`src/rtl/truth_table_checker_pkg.sv`:
```
// Shared types and constants for the truth-table sweep engine.
// States, vector-count helper and settle-timer width.
package tt_check_pkg;

    typedef enum logic [1:0] {
        IDLE   = 2'd0,
        DRIVE  = 2'd1,
        SAMPLE = 2'd2
    } state_t;

    localparam int SETTLE_W = 4;

    function automatic int n_vec(input int n);
        return 1 << n;
    endfunction

endpackage

```
`src/rtl/truth_table_checker_settle_timer.sv`:
```
// Loadable down-counter timing the DRIVE phase of each vector.
// o_zero is high once the count has run out.
module tt_settle_timer
    import tt_check_pkg::*;
(
    input  logic                clk,
    input  logic                rst,
    input  logic                i_load,
    input  logic [SETTLE_W-1:0] i_val,
    input  logic                i_en,
    output logic                o_zero
);

    logic [SETTLE_W-1:0] r_cnt;

    always_ff @(posedge clk) begin
        if (rst) begin
            r_cnt <= '0;
        end else if (i_load) begin
            r_cnt <= i_val;
        end else if (i_en && (r_cnt != '0)) begin
            r_cnt <= r_cnt - 1'b1;
        end
    end

    assign o_zero = (r_cnt == '0);

endmodule

```
`config.mk`:
```
export PLATFORM = sky130hd
export DESIGN_NAME = tt_settle_timer
export DESIGN_NICKNAME = d
export VERILOG_FILES = /design/src/rtl/truth_table_checker_pkg.sv /design/src/rtl/truth_table_checker_settle_timer.sv
export SDC_FILE = /design/constraint.sdc
export NUM_CORES = 1
export LEC_CHECK = 0
export CELL_PAD_IN_SITES_DETAIL_PLACEMENT = 1
export CELL_PAD_IN_SITES_GLOBAL_PLACEMENT = 1
export CORE_AREA = 5 5 42 44
export DETAILED_ROUTE_END_ITERATION = 10
export DIE_AREA = 0 0 47 49
export GPL_TIMING_DRIVEN = 0
export PLACE_DENSITY = 0.53
export SETUP_SLACK_MARGIN = 0.05
export SYNTH_ARGS = -nofsm -noshare
export SYNTH_HDL_FRONTEND = slang
export SYNTH_SLANG_ARGS = --single-unit
```
`constraint.sdc`:
```
create_clock -name clk -period 1.7 [get_ports clk]
set_clock_uncertainty 0.05 [all_clocks]
set_input_delay 0.17 -clock clk [delete_from_list [all_inputs] [get_ports clk]]
set_output_delay 0.17 -clock clk [all_outputs]
set_load 0.01 [all_outputs]
```
### Word-level counts from Yosys, hierarchy flattened

Cells that the tools add are included.

* register bits: 4
* output and inout bits: 1
* logic and storage cells: 8

* add/sub/neg operators: 1
* multiplexer cells: 2
* reduce and logical (&&, ||, !) cells: 4

Operator list (count)
* two-way mux 4 bit: 2
* logical NOT 4 bit: 1
* nonzero test 4 bit: 1
* subtractor 4 x 1 -> 4 bit, second input constant: 1
* nonzero test 2 bit: 1
* logical AND 1 bit: 1

### Depth between registers and ports, before layout

* depth in word-level cells: 4
* depth in mapped cells: 5
* gate-level depth less buffers: 5

### Worst setup path before layout

Ideal clock, no wire load.

* path kind: register to register
* start point: register r_cnt[1]
* end point: register r_cnt[1]
* setup time: 0.060 ns
* arrival time: 1.474 ns
* data required time: 1.590 ns
* path slack: 0.115 ns
* cell stages (with the launch flop): 6
* buffers on the path: 0
* period minus slack after synthesis: 1.585 ns
* cells stage by stage: dfxtp_1 -> inv_1 -> ha_1 -> or3b_4 -> a2111oi_4 -> a311o_1

* longest elaborated chain between the ends: 3

RTL lines
* from (decl): line truth_table_checker_settle_timer.sv:14 `logic [SETTLE_W-1:0] r_cnt;`
* from (signal assigned): line truth_table_checker_settle_timer.sv:20 `r_cnt <= i_val;`
* from (signal assigned): line truth_table_checker_settle_timer.sv:22 `r_cnt <= r_cnt - 1'b1;`
* subtractor 4 x 1 -> 4 bit or nonzero test 4 bit (tied branches): line truth_table_checker_settle_timer.sv:22, truth_table_checker_settle_timer.sv:21
* two-way mux 4 bit or logical AND 1 bit (tied branches): line truth_table_checker_settle_timer.sv:21 `end else if (i_en && (r_cnt != '0)) begin`
* two-way mux 4 bit or nonzero test 2 bit (tied branches)

Parallel ways exist; a longest one is shown, timed or not. The select of a mux whose other input is x is not followed.
A chain may end at the register's enable or synchronous reset.

### Final worst setup path

* start point: register r_cnt[1]
* end point: output port o_zero

* longest elaborated chain between the ends: 1

RTL lines
* logical NOT 4 bit: line truth_table_checker_settle_timer.sv:26 `assign o_zero = (r_cnt == '0);`
* to (decl): line truth_table_checker_settle_timer.sv:11 `output logic o_zero`

No other way between the ends.

==> summary.txt <==
Status
  – Outcome: complete, no violations

Finish
  – Area growth syn-to-layout: 67.1%
  – Fillers: ~170
  – Largest registers: r_cnt (4)
  – # diodes: 0
  – Fin util: 31.3%
  – Net count, final: 56
  – Largest Register: r_cnt
  – Cell area after layout: 439 um2
  – Max reg flops: 4
  – Share of layout cells above drive strength 1: 40.0%
  – Area of the multi-input gates: 186 um2
  – FF+latch area: 82.6 um2

Global route
  – Initial antenna violation count: 0
  – Vias in the first global route: 319
  – First-pass GRT wire length: 1320 um
  – Gr usage total: 8.24%
  – Remaining global-route overflow: 0
  – Largest net degree at the start of global routing: 8

Floorplan
  – Chip width: approximately 47 um
  – Initial core utilization: 18.8%
  – I/O pins: 9
  – Rows: 14
  – Die Y: 49 um
  – Core footprint: 0.00140 mm2
  – Die area: 0.00230 mm2

Worst setup path
  – Critical Path Start Type: register
  – Worst flop-to-flop path endpoint: r_cnt[1]
  – CP startpoint: r_cnt[1]
  – Critical Path RT: 1480 ps
  – Worst r2r src: r_cnt[1]
  – Crit end category: primary output
  – Worst-path maximum fanout: 5
  – Crit path capture: o_zero
  – Reg2Reg Depth: 5
  – Crit Path Class: register to primary output
  – Crit path arrival time: 1380 ps
  – Register-to-register setup slack: 110 ps

Placement
  – GPL Wtd Cong: roughly 0.73
  – Post-Place Cell Area: about 360 um2
  – HPWL after DPL: between 500 and 600 um
  – Dpl ws: -209 ps
  – PortBufs: 8

Synthesis
  – Synth Instances: 29
  – Yosys top cell by area: dfxtp_1
  – Seq/Total Area, Yosys: 30.5%
  – Cell Area, Synth: 263 um2
  – Syn nets: 38
  – Average size of a mapped cell: between 9 and 10 um2
  – Yosys top cell area share: 30.5%
  – Post-synthesis sequential element count: 4
  – Top cells by area, synth: dfxtp_1, a2111oi_4, nor2_1
  – Synth warnings: 0
  – Synth unique cells: 16

STA
  – Worst Tran Pin Value: 319 ps
  – Final worst-path cycle share: 94.1%
  – Max-slew headroom: 78.7%
  – Slew Viols, Final: 0
  – Final Setup Violations: 0
  – Min Clock Period, post-route: 1600 ps
  – Fmax: 625 MHz
  – Final setup margin: 99.8 ps
  – RSZ-0062 raised after global routing: false
  – Fin. Hold Viols: 0

Clock network
  – H-tree lvl count: 1
  – CTS tree: built
  – Root Driver: clkbuf_4
  – Clock tree sinks: 4
  – Clock latency on the worst-skew pair: 240 ps
  – Reg clk slew, reported paths: 40 ps
  – CTS max path bufs: 2
  – Num CTS Buffers: 3

Route
  – Total number of vias: 288
  – Vias per cell: roughly 4.7
  – # DRC: 0
  – Final WL: 781 um
  – Drt wl/cell: around 13 um
  – 1st-pass router iterations: 1
  – Antenna-violating nets left: 0
  – DRT iter0 DRCs: 0

Power and ir drop
  – Pwr per Cell Area: roughly 790 mW/mm2
  – Pleak: between 0.15 and 0.2 nW
  – IR drop worst, VDD: 294 uV
  – Overall Power: 0.000345 W

Flow run
  – Total of max-cap violations: 0

Worst hold path
  – Min-Delay Path Class: input port to register
  – Worst hold path startpoint: i_val[3]
cells in the mapped netlist:
| master | n |
|---|---|
| a2111oi_4 | 1 |
| a211oi_1 | 1 |
| a21o_1 | 1 |
| a311o_1 | 1 |
| a311oi_1 | 2 |
| dfxtp_1 | 4 |
| ha_1 | 1 |
| inv_1 | 4 |
| mux2i_1 | 1 |
| nand2_1 | 3 |
| nand3_1 | 1 |
| nand4b_1 | 1 |
| nor2_1 | 5 |
| nor3_1 | 1 |
| nor4b_2 | 1 |
| or3b_4 | 1 |
cells by family (layout without fill, tap and decap cells):
family | Yosys count | in the layout | synth area share, %
compound gates | 6 | 6 | 26.7
fa+ha+maj | 1 | 1 | 4.76
buf+inv | 4 | 20 | 5.71
flops | 4 | 4 | 30.5
mux | 1 | 1 | 3.81
simple gates | 13 | 13 | 28.6
cell type report:
cell class,instances,area share (%)
sequential,4,18.8
clock buffer,3,5.13
inverter,4,3.42
tap,16,4.56
multi-input combinational,21,42.5
timing repair buffer,13,25.6
worst max-delay path, stage by stage, from the launching register on:
cell	delay, ps
dfxtp_2	320
inv_2	80
ha_4	150
or3b_4	420
inv_1	70
buf_2	120
power breakdown:
group / internal (W) / leakage, nW / total, W / switching (W)
clock network: 0.0000790 / 0.0138 / 0.000119 / 0.0000403
logic: 0.0000652 / 0.123 / 0.000114 / 0.0000492
registers: 0.000104 / 0.0338 / 0.000112 / 0.00000786
total: 0.000248 / 0.171 / 0.000345 / 0.0000973
layout by cell type, fill, tap and decap left out:
master / netlist / routed
clkbuf_4: 0 / 3
nand4b_1: 1 / 1
inv_2: 0 / 2
buf_2: 0 / 1
a21o_1: 1 / 1
nor2_1: 5 / 5
a311oi_2: 0 / 1
dfxtp_2: 0 / 2
a2111oi_4: 1 / 1
nand2_1: 3 / 3
ha_4: 0 / 1
or3b_4: 1 / 1
mux2i_1: 1 / 1
nand3_1: 1 / 1
a311oi_1: 2 / 1
buf_4: 0 / 5
dfxtp_1: 4 / 2
a211oi_1: 1 / 1
clkdlybuf4s50_1: 0 / 7
a311o_1: 1 / 1
nor3_1: 1 / 1
inv_1: 4 / 2
nor4b_2: 1 / 1
through the flow:
stage	TNS, ps	hold slack, ps	cells
6_report	0	462	61
3_3_place_gp	-194	462	53
4_1_cts	0	462	59
2_1_floorplan	0	192	29
3_5_place_dp	-232	475	53
5_1_grt	0	507	61
worst min path at each step:
stage / to / slack (ps) / cells past startpoint
2_1_floorplan: r_cnt[0] / 190 / 1
4_1_cts: r_cnt[3] / 460 / 3
5_1_grt: r_cnt[2] / 510 / 2
3_5_place_dp: r_cnt[2] / 480 / 2
3_3_place_gp: r_cnt[2] / 460 / 2
6_report: r_cnt[3] / 460 / 3
what timing repair did:
| item | CTS | global route |
|---|---|---|
| hold buffers | 0 | 0 |
| pin swaps | 0 | 3 |
| resized for setup | 8 | 3 |
| endpoints found under the setup margin | 3 | 3 |
| buffers inserted | 3 | 2 |
per-layer routing:
layer	track usage, %	routed length, um	vias to the layer above
met2	14.0	412	8
met4	2.76	0	0
met3	5.90	58	0
met1	7.25	310	139
li1	-	-	141
met5	0	0	-
Power figures use the tool's default switching activity.
